## src/rtl/divide_if.sv

```systemverilog
// Operand/result bundle for the sequential divider, shared by the
// instruction sequencer (master) and the divider itself (slave).
interface divide_if;
  logic [23:0] dividend;
  logic [11:0] divisor;
  logic        start;
  logic [11:0] quotient;
  logic [11:0] remainder;
  logic        overflow;
  logic        finished;

  modport master (
    output dividend, divisor, start,
    input  quotient, remainder, overflow, finished
  );

  modport slave (
    input  dividend, divisor, start,
    output quotient, remainder, overflow, finished
  );
endinterface

```

## src/rtl/divide.sv

```systemverilog
// Restoring 24/12 divider for DVI: 12 iterations, overflow (including a zero
// divisor) is caught at load time and leaves the operands in place.
module divide (
  input  logic     clock,
  input  logic     reset,
  divide_if.slave  bus
);

  typedef enum logic [1:0] {
    IDLE = 2'd0,
    DIV  = 2'd1,
    DONE = 2'd2
  } state_t;

  state_t      state_q, state_d;
  logic [23:0] rq_q, rq_d;
  logic [11:0] dv_q, dv_d;
  logic        ovf_q, ovf_d;
  logic [3:0]  cnt_q, cnt_d;

  logic [12:0] p;
  logic        no_borrow;
  logic [11:0] diff;

  always_ff @(posedge clock or posedge reset) begin
    if (reset) begin
      state_q <= IDLE;
      rq_q    <= 24'd0;
      dv_q    <= 12'd0;
      ovf_q   <= 1'b0;
      cnt_q   <= 4'd0;
    end else begin
      state_q <= state_d;
      rq_q    <= rq_d;
      dv_q    <= dv_d;
      ovf_q   <= ovf_d;
      cnt_q   <= cnt_d;
    end
  end

  // R < dv is guaranteed, so a successful subtract always fits in 12 bits.
  always_comb begin
    p         = {rq_q[23:12], rq_q[11]};
    no_borrow = (p >= {1'b0, dv_q});
    diff      = p[11:0] - dv_q;
  end

  always_comb begin
    state_d = state_q;
    rq_d    = rq_q;
    dv_d    = dv_q;
    ovf_d   = ovf_q;
    cnt_d   = cnt_q;

    case (state_q)
      IDLE: begin
        if (bus.start) begin
          rq_d    = bus.dividend;
          dv_d    = bus.divisor;
          cnt_d   = 4'd0;
          ovf_d   = (bus.dividend[23:12] >= bus.divisor);
          state_d = (bus.dividend[23:12] >= bus.divisor) ? DONE : DIV;
        end
      end
      DIV: begin
        if (no_borrow) begin
          rq_d = {diff, rq_q[10:0], 1'b1};
        end else begin
          rq_d = {p[11:0], rq_q[10:0], 1'b0};
        end
        cnt_d = cnt_q + 4'd1;
        if (cnt_q == 4'd11) begin
          state_d = DONE;
        end
      end
      DONE: begin
        // A held request must drop before another load can happen.
        if (!bus.start) begin
          state_d = IDLE;
        end
      end
      default: begin
        state_d = IDLE;
      end
    endcase
  end

  assign bus.quotient  = rq_q[11:0];
  assign bus.remainder = rq_q[23:12];
  assign bus.overflow  = ovf_q;
  assign bus.finished  = (state_q == DONE);

endmodule

```

## src/flat_wrapper.sv

```systemverilog
// flat-port wrapper written by rule: the top's interface ports become plain ports
module divide_flat 
  (clock, reset, bus_dividend, bus_divisor, bus_start, bus_quotient, bus_remainder, bus_overflow, bus_finished);
  divide_if bus_i ();
  input  logic clock;
  input  logic reset;
  input wire logic [$bits(bus_i.dividend)-1:0] bus_dividend;
  input wire logic [$bits(bus_i.divisor)-1:0] bus_divisor;
  input wire logic [$bits(bus_i.start)-1:0] bus_start;
  output wire logic [$bits(bus_i.quotient)-1:0] bus_quotient;
  output wire logic [$bits(bus_i.remainder)-1:0] bus_remainder;
  output wire logic [$bits(bus_i.overflow)-1:0] bus_overflow;
  output wire logic [$bits(bus_i.finished)-1:0] bus_finished;
  assign bus_i.dividend = bus_dividend;
  assign bus_i.divisor = bus_divisor;
  assign bus_i.start = bus_start;
  assign bus_quotient = bus_i.quotient;
  assign bus_remainder = bus_i.remainder;
  assign bus_overflow = bus_i.overflow;
  assign bus_finished = bus_i.finished;
  divide u_core (.clock(clock), .reset(reset), .bus(bus_i));
endmodule
```

## config.mk

```make
export PLATFORM = sky130hd
export DESIGN_NAME = divide_flat
export DESIGN_NICKNAME = d
export VERILOG_FILES = /design/src/rtl/divide_if.sv /design/src/rtl/divide.sv /design/src/flat_wrapper.sv
export SDC_FILE = /design/constraint.sdc
export NUM_CORES = 1
export LEC_CHECK = 0
export CORE_MARGIN = 5
export CORE_UTILIZATION = 55
export DETAILED_ROUTE_END_ITERATION = 8
export GPL_TIMING_DRIVEN = 0
export PLACE_DENSITY = 0.86
export SLEW_MARGIN = 25
export SYNTH_ARGS = -nofsm -noshare
export SYNTH_HDL_FRONTEND = slang
export SYNTH_SLANG_ARGS = --single-unit
```

## constraint.sdc

```tcl
create_clock -name clock -period 6.55 [get_ports clock]
set_clock_uncertainty 0.2 [all_clocks]
set_input_delay 0.9825 -clock clock [delete_from_list [all_inputs] [get_ports clock]]
set_output_delay 0.9825 -clock clock [all_outputs]
set_load 0.01 [all_outputs]
```

After elaboration in Yosys (flattened, before gate mapping)
Index checks and enable logic that the tools add are counted.

storage, ports and cells
  output and inout bits = 26
  memories kept = 0
  bits in latches = 0
  bits in registers = 43
  memory bits (writable) = 0
  word-level logic and storage cells = 30
  input port bits = 39
  ROM bits = 0

operators by class
  reduce and logical (&&, ||, !) cells = 5
  order comparisons = 2
  muxes and demuxes = 10
  shift-type cells = 0
  $mul = 0
  equal/unequal tests = 6
  add/subtract/negate cells = 2
  bitwise gates (word level) = 0
  divide/modulo/power cells = 0

operators by type and width
  cell                                                    number
  2-to-1 mux 24 bit                                       2
  case mux 24 bit (2 select lines)                        1
  >= comparator 13 x 12 -> 1 bit                          1
  >= comparator 12 bit                                    1
  subtractor 12 bit                                       1
  2-to-1 mux 2 bit                                        4
  case mux 4 bit (2 select lines)                         1
  case mux 2 bit (3 select lines)                         1
  adder 4 x 1 -> 4 bit (second input constant)            1
  equality test 4 bit (second input constant)             1
  2-to-1 mux 4 bit                                        1
  inequality test 2 bit (second input constant)           2
  AND reduction 2 bit                                     2
  AND reduction 3 bit                                     1
  equality test 2 x 1 -> 1 bit (second input constant)    1
  equality test 2 bit (second input constant)             1
  zero test 2 bit                                         1
  inequality test 2 x 1 -> 1 bit (second input constant)  1
  nonzero test 2 bit                                      1

Depth between registers and ports, before layout
  word-level depth = 4
  gate-level depth with buffers = 11

Worst setup path after synthesis
OpenSTA, ideal clock, no wires.

  path type = input port to flip-flop
  from = input bus_divisor[7]
  to = register u_core.ovf_q, in the netlist u_core.bus.overflow
  data required time = 6.217 ns
  cell stages on the path = 9
  buffers on the path = 0
  arrival time = 2.254 ns
  setup slack = 3.963 ns
  cell sequence = inv_1 > ha_1 > a21oi_1 > o21ai_0 > a21o_1 > a211oi_1 > nor2_1 > nor3_1 > a21oi_1

on the way
  word-level cells in the longest chain between the ends = 1

ends and longest elaborated chain
  what                    RTL line           RTL
  start: declaration      flat_wrapper.sv:8  input wire logic [$bits(bus_i.divisor)-1:0] bus_divisor;
  >= comparator 12 bit    divide.sv:61       ovf_d = (bus.dividend[23:12] >= bus.divisor);
  end signal: assignment  divide.sv:36       ovf_q <= ovf_d;
  end: declaration        divide.sv:18       logic ovf_q, ovf_d;

No other way between the ends.
A chain may end at the register's enable or synchronous reset.

Worst setup path after layout
Same ends and word-level chain as after synthesis.

==> run summary <==
Max Cap Viol: 0
WP data arrival: 3.16 ns
WL final: 7500 um
Synth Area in XOR/XNOR: 2.14%
Crit path capture type: flip-flop
Adder-cell area share of the yosys netlist: 11.6%
Leak: 1.65 nW
Clock latency on the worst-skew pair: 0.29 ns
ANT nets after route: 0
Largest net degree at the start of global routing: 24
All-Layer GR Usage: 24.8%
TritonCTS clock tree: done
Htree depth: 2
Synth top area cells: dfrtp_1, ha_1, nand2_1
Pwr per Cell Area: 553 nW/um^2
Power Total: 2.04 mW
Num CTS Buffers: 5
Core area: 5070 um^2
Setup CP Type: in -> reg
Fillers: 431
Core occupancy in the finished layout: 72.7%
GP Congestion: 0.910
Area leader, netlist: dfrtp_1
Root Driver: clkbuf_8
Wire per inst: 16.3 um
Element type at the critical path start: input port
Final setup violation count: 0
Fin. Hold Viols: 0
Final slew viol count: 0
Synthesized net count: 385
Most used DFF post-synth: dfrtp_1
Slew @ Worst Pin: 0.546 ns
FP Rows: 26
Sequential share of the synthesized area: 37.6%
Commonest cells after routing, fill and taps aside: clkdlybuf4s50_1, nand2_1, dfrtp_1
Combinational family with the most area after synthesis: compound AO/OA/AOI/OAI gates
Mean area per synthesized cell: 8.95 um^2
RSZ-0062 raised after global routing: false
Detailed Place HPWL: 5920 um
Initial detailed-routing violation count: 133
Post-synthesis mux area share: 3.93%
PortBufs: 64
Vias: 2616
Yosys reg bits: 43
Worst IR drop on VDD: 0.261 mV
CTS Hold Bufs: 0
Share of post-route cells with drive strength above 1: 6.14%
Post-route minimum period: 3.21 ns
Die span in x: 82.1 um
Synth Area in Simple Gates: 16.8%
Total die area: 6750 um^2
Status: finished clean
Clock sink count: 43
Reg clk slew, reported paths: 0.07 ns
Final period utilization: 49.0%
Cts repair resizes: 0
Warnings from Yosys: 0
Commonest non-fill, non-tap cell in the layout: clkdlybuf4s50_1
Post-synthesis compound-gate area fraction: 21.5%
Hold Path Class: reg -> reg
Synth top area share: 37.6%
Diode count: 0
First-pass GRT wire length: 12700 um
Final non-filler cell total: 461
Number of global-route vias before repair: 2646
Post-synth cell types: 44
CP Max Fanout: 2
DRC Markers: 0
Synth Instances: 320
Vias/cell: 5.67
TritonRoute pass-1 iters: 4
Post-CTS Setup Bufs: 0
Initial Utilization: 56.4%
# IOs: 65
Fmax: 311 MHz
Post-Route Setup TNS: 0 ns
Min Hold Slack: 0.289 ns
Grt ovf: 0
# placed instances: 455
Max Root-Sink Buffers: 2
Ys async rst share: 100%
Relative slew slack: 63.6%
Synthesis-to-finish area growth: 28.9%
Initial antenna violation count: 0
Final #Nets: 457
Mapped cell area: 2860 um^2
Die H: 82.1 um
Req. time, crit path: 6.50 ns
EDFF count, synth: 0
[metal layers]
metal / track usage [%] / share of wire [%] / up-vias
li1: - / - / 1270
met1: 33.2 / 43 / 1268
met2: 41.4 / 51 / 67
met3: 4.88 / 4.5 / 11
met4: 6.15 / 1.3 / 0
met5: 0 / 0 / -
[cells by family after synthesis]
family | count (synthesis)
AO/OA/AOI/OAI | 94
multiplexers | 11
buffers and inverters | 43
AND/OR/NAND/NOR | 96
adder cells (fa/ha/maj) | 26
flip-flops | 43
XOR/XNOR | 7
[metrics by stage]
step	worst slack, ns	instance area, um^2
after global routing	3.25	3690
final	3.34	3690
after global placement	3.20	3590
after floorplan	3.96	2860
after CTS	3.38	3690
after detailed placement	3.14	3620
[synth_stat cells (2+ instances only)]
library cell,count
nand2_1,48
dfrtp_1,43
inv_1,28
ha_1,25
a21oi_1,24
o21ai_0,20
a22oi_1,11
nor2b_1,10
nor3_1,10
mux2i_1,9
nor2_1,9
clkbuf_1,8
o21ai_1,8
a211oi_1,7
a21o_1,6
xnor2_1,6
buf_2,5
nand2b_1,5
o21a_1,5
nand3_1,4
buf_6,2
mux2_2,2
nand4_1,2
nor4_1,2
o211ai_1,2
[critical path: stages]
cell and delay (ns):
clkdlybuf4s50_1 0.48, inv_1 0.05, ha_1 0.30, a21oi_1 0.22, o21ai_0 0.14, a21o_1 0.19, a211oi_1 0.28, nor2_1 0.12
nor3_1 0.28, a21oi_1 0.11
[path summary, 6_finish.rpt]
kind | startpoint | to | slack [ns] | cells after the start
min in group asynchronous | reset | u_core.rq_q[9] | 0.83 | 2
worst max register to register | u_core.rq_q[15] | u_core.rq_q[12] | 4.10 | 9
worst max-delay path | bus_divisor[7] | u_core.bus.overflow | 3.34 | 10
worst min register to register | u_core.cnt_q[3] | u_core.cnt_q[3] | 0.29 | 1
worst min-delay path | u_core.cnt_q[3] | u_core.cnt_q[3] | 0.29 | 1
max in group asynchronous | reset | u_core.rq_q[13] | 4.85 | 3
[report_power, final]
group          switching [mW]  internal (mW)  total (mW)  leakage [nW]
clock network          0.0857         0.0712       0.157        0.0371
registers               0.104          0.402       0.506         0.517
logic                   0.745          0.631        1.38          1.09
total                   0.935           1.10        2.04          1.65
[layout make-up]
class | instances | area (um^2) | share of cell area (%)
Multi-Input combinational cell | 234 | 1600 | 43.5
Buffer | 15 | 77.6 | 2.10
Sequential cell | 43 | 1080 | 29.2
Tap cell | 70 | 87.6 | 2.37
Clock buffer | 6 | 72.6 | 1.97
Timing Repair Buffer | 65 | 668 | 18.1
Inverter | 28 | 105 | 2.85
[flip-flops by register name (all words and copies together) (netlist names)]
| register | count |
|---|---|
| u_core.dv_q | 12 |
| u_core.rq_q | 24 |
| u_core.state_q | 2 |
| u_core.cnt_q | 4 |
| u_core.bus.overflow | 1 |
(Power assumes the default switching activity.)
